===== config.mk =====
export PLATFORM = sky130hd
export DESIGN_NAME = voice_vca
export DESIGN_NICKNAME = d
export VERILOG_FILES = /design/src/rtl/sid_pkg.sv /design/src/rtl/vca_serial_mul.sv /design/src/rtl/voice_vca.sv
export SDC_FILE = /design/constraint.sdc
export NUM_CORES = 1
export LEC_CHECK = 0
export BUFFER_PORTS_ARGS = -buffer_cell sky130_fd_sc_hd__clkbuf_2
export CAP_MARGIN = 20
export CORE_MARGIN = 5
export CORE_UTILIZATION = 64
export DETAILED_ROUTE_END_ITERATION = 10
export PLACE_DENSITY = 0.86
export SETUP_SLACK_MARGIN = 0.3
export SYNTH_ARGS = -nofsm -noshare
export SYNTH_HDL_FRONTEND = slang
export SYNTH_SLANG_ARGS = --single-unit

===== constraint.sdc =====
create_clock -name clk -period 6.1 [get_ports clk]
set_clock_uncertainty 0.05 [all_clocks]
set_input_delay 0.61 -clock clk [delete_from_list [all_inputs] [get_ports clk]]
set_output_delay 0.61 -clock clk [all_outputs]
set_load 0.03 [all_outputs]

===== src/rtl/sid_pkg.sv =====
// Shared 6581 voice-path constants, VCA state encoding and the waveform format helper.
package sid_pkg;

  localparam int SID_WAVE_W = 12;
  localparam int SID_ENV_W  = 8;

  typedef enum logic [1:0] {
    IDLE = 2'd0,
    MUL  = 2'd1,
    DONE = 2'd2
  } vca_state_t;

  // The oscillator emits offset binary; flipping the MSB gives two's complement.
  function automatic logic signed [SID_WAVE_W-1:0] offset_to_signed(input logic [SID_WAVE_W-1:0] w);
    return $signed({~w[SID_WAVE_W-1], w[SID_WAVE_W-2:0]});
  endfunction

endpackage


===== src/rtl/vca_serial_mul.sv =====
// Signed x unsigned shift-add multiplier, one multiplier bit per clock, LSB first.
// Only the product bits from DROP_LSB upward are exported.
module vca_serial_mul #(
  parameter int A_W      = 12,
  parameter int B_W      = 8,
  parameter int DROP_LSB = 4,
  parameter int P_W      = A_W + B_W
) (
  input  logic                          clk,
  input  logic                          rst,
  input  logic                          start_i,
  input  logic signed [A_W-1:0]         a_i,
  input  logic        [B_W-1:0]         b_i,
  output logic                          done_o,
  output logic signed [P_W-1:DROP_LSB]  prod_o
);

  localparam int CNT_W = $clog2(B_W) + 1;

  logic signed [P_W-1:0] acc_q;
  logic signed [P_W-1:0] a_q;
  logic        [B_W-1:0] b_q;
  logic        [CNT_W-1:0] cnt_q;
  logic                  run_q;

  // The multiplicand walks left instead of using a variable shifter.
  always_ff @(posedge clk or negedge rst) begin
    if (!rst) begin
      acc_q <= '0;
      a_q   <= '0;
      b_q   <= '0;
      cnt_q <= '0;
      run_q <= 1'b0;
    end else if (start_i) begin
      acc_q <= '0;
      a_q   <= {{(P_W-A_W){a_i[A_W-1]}}, a_i};
      b_q   <= b_i;
      cnt_q <= '0;
      run_q <= 1'b1;
    end else if (run_q) begin
      if (b_q[0]) begin
        acc_q <= acc_q + a_q;
      end
      a_q   <= a_q <<< 1;
      b_q   <= b_q >> 1;
      cnt_q <= cnt_q + 1'b1;
      if (cnt_q == CNT_W'(B_W-1)) begin
        run_q <= 1'b0;
      end
    end
  end

  assign done_o = run_q && (cnt_q == CNT_W'(B_W-1));
  assign prod_o = acc_q[P_W-1:DROP_LSB];

endmodule


===== src/rtl/voice_vca.sv =====
// Per-voice VCA: captures waveform and envelope on sample_stb, multiplies serially, emits a scaled sample.
// Define VCA_ROUND_EN for round-half-up with saturation instead of plain truncation.
module voice_vca
  import sid_pkg::*;
#(
  parameter int WAVE_W = SID_WAVE_W,
  parameter int ENV_W  = SID_ENV_W,
  parameter int OUT_W  = 16
) (
  input  logic                    clk,
  input  logic                    rst,
  input  logic                    sample_stb,
  input  logic [WAVE_W-1:0]       wave_in,
  input  logic [ENV_W-1:0]        env_in,
  input  logic                    mute,
  output logic signed [OUT_W-1:0] amp_out,
  output logic                    out_valid,
  output logic                    busy,
  output logic                    overrun
);

  localparam int PW    = WAVE_W + ENV_W;
  localparam int SHIFT = PW - OUT_W;
`ifdef VCA_ROUND_EN
  localparam int DROP  = SHIFT - 1;
`else
  localparam int DROP  = SHIFT;
`endif

  vca_state_t            state_q;
  logic signed [OUT_W-1:0] amp_q;
  logic signed [OUT_W-1:0] amp_d;
  logic                  valid_q;
  logic                  busy_q;
  logic                  overrun_q;
  logic                  mute_q;

  logic                  start;
  logic                  mulDone;
  logic signed [WAVE_W-1:0] waveS;
  logic signed [PW-1:DROP]  prodHi;

  assign waveS = offset_to_signed(wave_in);
  assign start = (state_q == IDLE) && sample_stb;

  vca_serial_mul #(
    .A_W      (WAVE_W),
    .B_W      (ENV_W),
    .DROP_LSB (DROP)
  ) uMul (
    .clk     (clk),
    .rst     (rst),
    .start_i (start),
    .a_i     (waveS),
    .b_i     (env_in),
    .done_o  (mulDone),
    .prod_o  (prodHi)
  );

`ifdef VCA_ROUND_EN
  // Adding half an LSB then shifting equals the truncated value plus the first dropped bit.
  logic signed [OUT_W:0] rounded;
  assign rounded = {prodHi[PW-1], prodHi[PW-1:SHIFT]} + (OUT_W+1)'(prodHi[DROP]);

  always_comb begin
    amp_d = rounded[OUT_W-1:0];
    if (rounded[OUT_W] != rounded[OUT_W-1]) begin
      amp_d = rounded[OUT_W] ? {1'b1, {(OUT_W-1){1'b0}}} : {1'b0, {(OUT_W-1){1'b1}}};
    end
    if (mute_q) begin
      amp_d = '0;
    end
  end
`else
  always_comb begin
    amp_d = prodHi;
    if (mute_q) begin
      amp_d = '0;
    end
  end
`endif

  // Strobes that land outside IDLE are dropped and flagged; the running multiply is untouched.
  always_ff @(posedge clk or negedge rst) begin
    if (!rst) begin
      state_q   <= IDLE;
      amp_q     <= '0;
      valid_q   <= 1'b0;
      busy_q    <= 1'b0;
      overrun_q <= 1'b0;
      mute_q    <= 1'b0;
    end else begin
      valid_q   <= 1'b0;
      overrun_q <= 1'b0;
      case (state_q)
        IDLE: begin
          if (sample_stb) begin
            mute_q  <= mute;
            busy_q  <= 1'b1;
            state_q <= MUL;
          end
        end
        MUL: begin
          overrun_q <= sample_stb;
          if (mulDone) begin
            state_q <= DONE;
          end
        end
        DONE: begin
          overrun_q <= sample_stb;
          amp_q     <= amp_d;
          valid_q   <= 1'b1;
          busy_q    <= 1'b0;
          state_q   <= IDLE;
        end
        default: state_q <= IDLE;
      endcase
    end
  end

  assign amp_out   = amp_q;
  assign out_valid = valid_q;
  assign busy      = busy_q;
  assign overrun   = overrun_q;

endmodule


==> flow_summary.yaml, run 1 <==
sta:
  period_share_pct: 41.83
  slew_headroom_pct: 36.43
  setup_viol: 0
  worst_slew_pin_slew_ns: 0.9513
  drv_slew: 0
  min_period_ns: 2.551
  fmax_ghz: 0.3919
  worst_slack_ns: 3.549
  finalHoldViolations: 0
  setup_tns_ns: 0
  rsz0062_at_grt: "no"
clock_tree:
  numCtsBuffers: 9
  clock_sinks: 75
  hold_buffers: 0
  cts_tree: "done"
  cts_resized: 0
  postCtsSetupRepairBufs: 0
  insertion_delay_ns: 0.35
  clock_path_buffers: 2
  htreeDepth: 3
  clkSlewWorstSetupHoldPaths_ns: 0.08
  root_buffer: "clkbuf_8"
floorplanning:
  start_util_pct: 65.48
  fp-row-count: 30
  core_mm2: 0.006756
  dieArea_mm2: 0.008676
  io-pin-count: 43
  die_y_um: 93.15
  die_w_um: 93.15
worst_setup_path:
  end_kind: "flip-flop"
  crit_type: "reg2reg"
  cp_max_fo: 25
  cp.buffers_inverters: 1
  crit_chain: "inv_1, ha_1, nand2_1, nand2_1, or4_1, nand3_1"
  critPathTopFamily: "simple AND/OR/NAND/NOR gates"
  cpPeakStageDelay_ns: 0.70
  start_kind: "flip-flop"
  arrival_ns: 2.78
  cp.required_ns: 6.33
  path_common_cell: "nand2_1"
  r2r_slack_ns: 3.55
  critical_path.slowest_cell: "nand2_1"
route:
  drc: 0
  wl_mm: 9.583
  wl_per_cell_um: 16.27
  drt-initial-drc-count: 226
  vias: 3589
  dr.pass1.iters: 4
  viasPerCell: 6.093
  ant_nets: 0
placed_design:
  dpl_worst_slack_ns: 3.584
  gp_congestion: 0.9993
  dp_hpwl_mm: 6.892
  portBuffers: 42
flow_run:
  drv_cap: 0
global_routing:
  antenna_found_initial: 0
  grt_pass1_wl_mm: 16.30
  overflow: 0
  grt_start_max_net_pins: 76
  track_usage_pct: 23.58
  grt_pass1_vias: 3458
hold_path:
  hold_path.class: "in2async"
final_layout:
  final_cell_mix: "dfrtp_1 (75), nand2_1 (69), o21ai_0 (48)"
  postLayoutCoreUtil_pct: 70.98
  diodes: 0
  syn2layout_area_growth_pct: 8.399
  drive_above_1_share_pct: 15.52
  final-seq-area_mm2: 0.001877
  fill_cells: 523
  layout_commonest_cell: "dfrtp_1"
  multi_input_area_mm2: 0.002301
  nets: 553
power:
  powerDensity_mw_per_mm2: 581.6
  power.leakage_nw: 2.380
  ir_drop_mv: 0.2806
  p_total_mw: 2.789
yosys:
  synth_top_flop_cell: "dfrtp_1"
  syn_area_mm2: 0.004424
  synth_seq_cells: 75
  avgSynthCellArea_um2: 9.314
  ys_top_cells_by_area: "dfrtp_1 (42%), mux2i_1 (7.2%), ha_1 (6.8%)"
  synth_edf_count: 0
  yosysTopAreaCell: "dfrtp_1"
  async_reset_ff_share_pct: 100.0
  yosysSeqAreaShare_pct: 42.42
  ys_types: 64
  syn_inst: 475
  netlist.area_leader.share_pct: 42.42
  yosys_warnings: 0
  syn_nets: 524
outcome:
  outcome: "finished, final reports clean"
-- logic make-up after synthesis --
kind of cell,synth area share [%]
compound gates,19.23
xor+xnor,1.386
fa+ha+maj,7.240
buf+inv,5.571
flops,42.42
mux,7.494
simple gates,16.66
-- per-stage QoR --
stage	instance area [µm²]	std cells	hold slack, ns
6_report	4796	589	0.3313
5_1_grt	4796	589	0.4017
4_1_cts	4796	589	0.3744
3_5_place_dp	4611	573	0.4415
3_3_place_gp	4611	573	0.4419
2_1_floorplan	4424	475	0.2644
-- path summary, 6_finish.rpt --
kind / start / depth (start not counted) / to
worst min-delay path: rst / 1 / uMul.b_q[3]$_DFFE_PN0P_
worst min register to register: mute_q$_DFFE_PN0P_ / 1 / amp_out[14]$_DFFE_PN0P_
max in group asynchronous: rst / 1 / uMul.acc_q[12]$_DFFE_PN0P_
min in group clk: env_in[7] / 3 / uMul.b_q[7]$_DFFE_PN0P_
worst max-delay path: state_q[0]$_DFFE_PN0P_ / 6 / uMul.acc_q[18]$_DFFE_PN0P_
worst max register to register: state_q[0]$_DFFE_PN0P_ / 6 / uMul.acc_q[18]$_DFFE_PN0P_
-- where the power goes --
part	total [mW]	internal (mW)	switching (mW)
clock network	0.369	0.188	0.181
registers	0.887	0.717	0.170
logic	1.53	0.570	0.964
-- synth_stat cells (all sizes together) (3+ instances only) --
cell,number
xnor2,3
o21bai,3
nor2,27
a31oi,3
inv,28
a211oi,5
o211a,4
nand3b,3
and3,6
dfrtp,75
nor3,7
and2,5
clkbuf,17
nand3,13
xor2,4
buf,9
ha,24
mux2i,32
a21oi,39
o211ai,6
and4,3
nor3b,4
o21ai,52
a21o,4
nand2,70
-- final cells by class --
class / count / share of cell area (%)
Clock buffer: 11 / 2.739
Clock inverter: 5 / 1.122
Inverter: 28 / 2.191
Multi-Input combinational cell: 346 / 47.98
Sequential cell: 75 / 39.13
Tap cell: 80 / 2.087
Timing Repair Buffer: 44 / 4.748
-- state kept, by name, indices dropped and copies added, names as in the netlist --
name        cells
amp_out        16
busy            1
mute_q          1
out_valid       1
overrun         1
state_q         2
uMul.a_q       20
uMul.acc_q     20
uMul.b_q        8
uMul.cnt_q      4
uMul.run_q      1
-- routing by layer --
metal	share of wire [%]	vias up	track usage (%)	wire, µm
met1	43	1718	31.65	4081
li1	-	1724	-	-
met3	6.6	21	4.344	630
met2	49	126	38.63	4651
met5	0	-	0	0
met4	2.3	0	7.814	219
(Power assumes the default switching activity.)
==> run 2, diff against run 1 <==
CORE_UTILIZATION = 60   (was 64)
PLACE_DENSITY = 0.82   (was 0.86)
clock period = 2.5 ns   (was 6.1 ns; I/O delays follow)
==> run 2 against run 1 <==
  * The flow now finishes with violations (hold timing)
  * Design area grew 7.2%
  * Highest routed layer unchanged
  * Worst setup slack got worse by 3.2 ns
  * Core utilization up 0.30 points
  * Die area grew 5.9%
  * Clock power rose to 2.8 times the previous value
  * Sequential power rose by 150%
  * Worst hold slack got worse by 0.37 ns
  * Count of clock-buffer cells in the layout is 1 lower
  * Critical path depth up 3
  * First-iteration DRC count is 5.3% lower
  * Wire length increased by 9.0%
==> flow_summary.yaml, run 2 (synthesized netlist as in run 1, its figures left out) <==
outcome:
  outcome: "finished, violations left"
  violations: "hold timing"
global_routing:
  grt_pass1_vias: 3330
  met1_usage_pct: 34.27
  grt_start_max_net_pins: 76
  grt_pass1_wl_mm: 16.93
  overflow: 0
  met2_usage_pct: 37.75
  antenna_found_initial: 0
  grt.busiest_layer: "met2"
  track_usage_pct: 24.01
  met3_usage_pct: 3.049
route:
  dr.pass1.iters: 5
  viasPerCell: 5.806
  wl_mm: 10.45
  ant_nets: 0
  vias: 3629
  drt-initial-drc-count: 214
  wl_per_cell_um: 16.72
  drc: 0
floorplanning:
  die_y_um: 95.87
  die_w_um: 95.87
  fp-row-count: 31
  start_util_pct: 61.33
  dieArea_mm2: 0.009191
  io-pin-count: 43
  core_mm2: 0.007214
placed_design:
  gp_congestion: 0.9232
  portBuffers: 42
  postPlaceCellArea_mm2: 0.004687
  dp_hpwl_mm: 7.285
sta:
  period_share_pct: 87.94
  whs_ns: -0.04202
  fmax_ghz: 0.4548
  slew_headroom_pct: 37.03
  setup_tns_ns: 0
  finalHoldViolations: 16
  setup_viol: 0
  worst_slew_pin_slew_ns: 0.9446
  rsz0062_at_grt: "yes"
  min_period_ns: 2.199
  drv_slew: 0
worst_setup_path:
  critical_path.slowest_cell: "dfrtp_1"
  cp_max_fo: 5
  timing.rr.end: "uMul.acc_q[14]$_DFFE_PN0P_"
  crit_chain: "ha_2, inv_2, fa_2, nor2b_4, o211ai_4, a21oi_4, o31a_1, a2111o_1, o211a_1"
  cp.buffers_inverters: 1
  crit_type: "reg2reg"
  arrival_ns: 2.39
  start_kind: "flip-flop"
  r2r-start: "uMul.acc_q[0]$_DFFE_PN0P_"
  r2r_slack_ns: 0.30
  cp.required_ns: 2.69
  critPathTopFamily: "compound AO/OA/AOI/OAI gates"
  cpPeakStageDelay_ns: 0.40
  worstRegToRegCells: 9
  end_kind: "flip-flop"
power:
  powerDensity_mw_per_mm2: 1448
  power.leakage_nw: 2.468
  p_total_mw: 7.446
  ir_drop_mv: 0.6465
final_layout:
  nets: 570
  syn2layout_area_growth_pct: 16.23
  final_cell_mix: "dfrtp_1 (74), nand2_1 (69), o21ai_0 (46)"
  postLayoutCoreUtil_pct: 71.28
  layout_commonest_cell: "dfrtp_1"
  fin_area_mm2: 0.005142
  drive_above_1_share_pct: 23.00
  diodes: 0
  fill_cells: 550
clock_tree:
  clkSlewWorstSetupHoldPaths_ns: 0.08
  clock_sinks: 75
  root_buffer: "clkbuf_8"
  numCtsBuffers: 9
  clock_path_buffers: 2
  cts_tree: "done"
  insertion_delay_ns: 0.36
  htreeDepth: 3
flow_run:
  drv_cap: 0
hold_path:
  hold_path.class: "in2async"
==> run 2: changes by cell type in the layout (fill, tap and decap cells not counted), sizes merged <==
| cell | change |
|---|---|
| clkinvlp | +1 |
| clkbuf | -1 |
| clkinv | -1 |
| bufinv | +1 |
| buf | +17 |
==> run 2: how the worst max path moves through the flow <==
stage | from | endpoint | slack (ns) | cells past startpoint
2_1_floorplan | uMul.a_q[0]$_DFFE_PN0P_ | uMul.acc_q[18]$_DFFE_PN0P_ | 0.35 | 9
3_3_place_gp | uMul.a_q[0]$_DFFE_PN0P_ | uMul.acc_q[18]$_DFFE_PN0P_ | 0.25 | 9
3_5_place_dp | uMul.a_q[0]$_DFFE_PN0P_ | uMul.acc_q[18]$_DFFE_PN0P_ | 0.17 | 9
4_1_cts | uMul.a_q[0]$_DFFE_PN0P_ | uMul.acc_q[14]$_DFFE_PN0P_ | 0.25 | 9
5_1_grt | uMul.acc_q[0]$_DFFE_PN0P_ | uMul.acc_q[14]$_DFFE_PN0P_ | 0.19 | 9
6_report | uMul.acc_q[0]$_DFFE_PN0P_ | uMul.acc_q[14]$_DFFE_PN0P_ | 0.30 | 9
==> run 2: per-stage QoR <==
step	setup WS (ns)	cells
finish	0.3014	625
global route	0.1906	625
CTS	0.2508	617
detailed placement	0.1713	599
global placement	0.2516	599
floorplan	0.3526	475
==> run 2: power by group <==
part,internal (mW),switching [mW]
sequential,1.75,0.459
clock,0.564,0.464
combinational,1.69,2.52
==> run 2: routing by layer <==
| metal | wire [µm] | part of all wire, % |
|---|---|---|
| met5 | 0 | 0 |
| met4 | 137 | 1.3 |
| met3 | 529 | 5.1 |
| met2 | 4970 | 48 |
| met1 | 4810 | 46 |
==> run 2: repair_timing <==
| item | 4_1_cts | 5_1_grt |
|---|---|---|
| endpoints found under the setup margin | 6 | 11 |
| pin swaps | 3 | 14 |
| cloned | 0 | 0 |
| hold endpoints to repair | 0 | 0 |
| gates resized for setup | 6 | 29 |
| hold buffers | 0 | 0 |
| setup buffers | 2 | 8 |
==> run 2: final cells by class <==
class	count	area [µm²]	area share, %
multi-input cells	346	2462	47.88
flip-flops and latches	75	1878	36.52
repair buffers	61	355.3	6.910
clock buffers	10	127.6	2.482
well taps	99	123.9	2.409
inverters	28	105.1	2.044
clock inverters	6	90.09	1.752
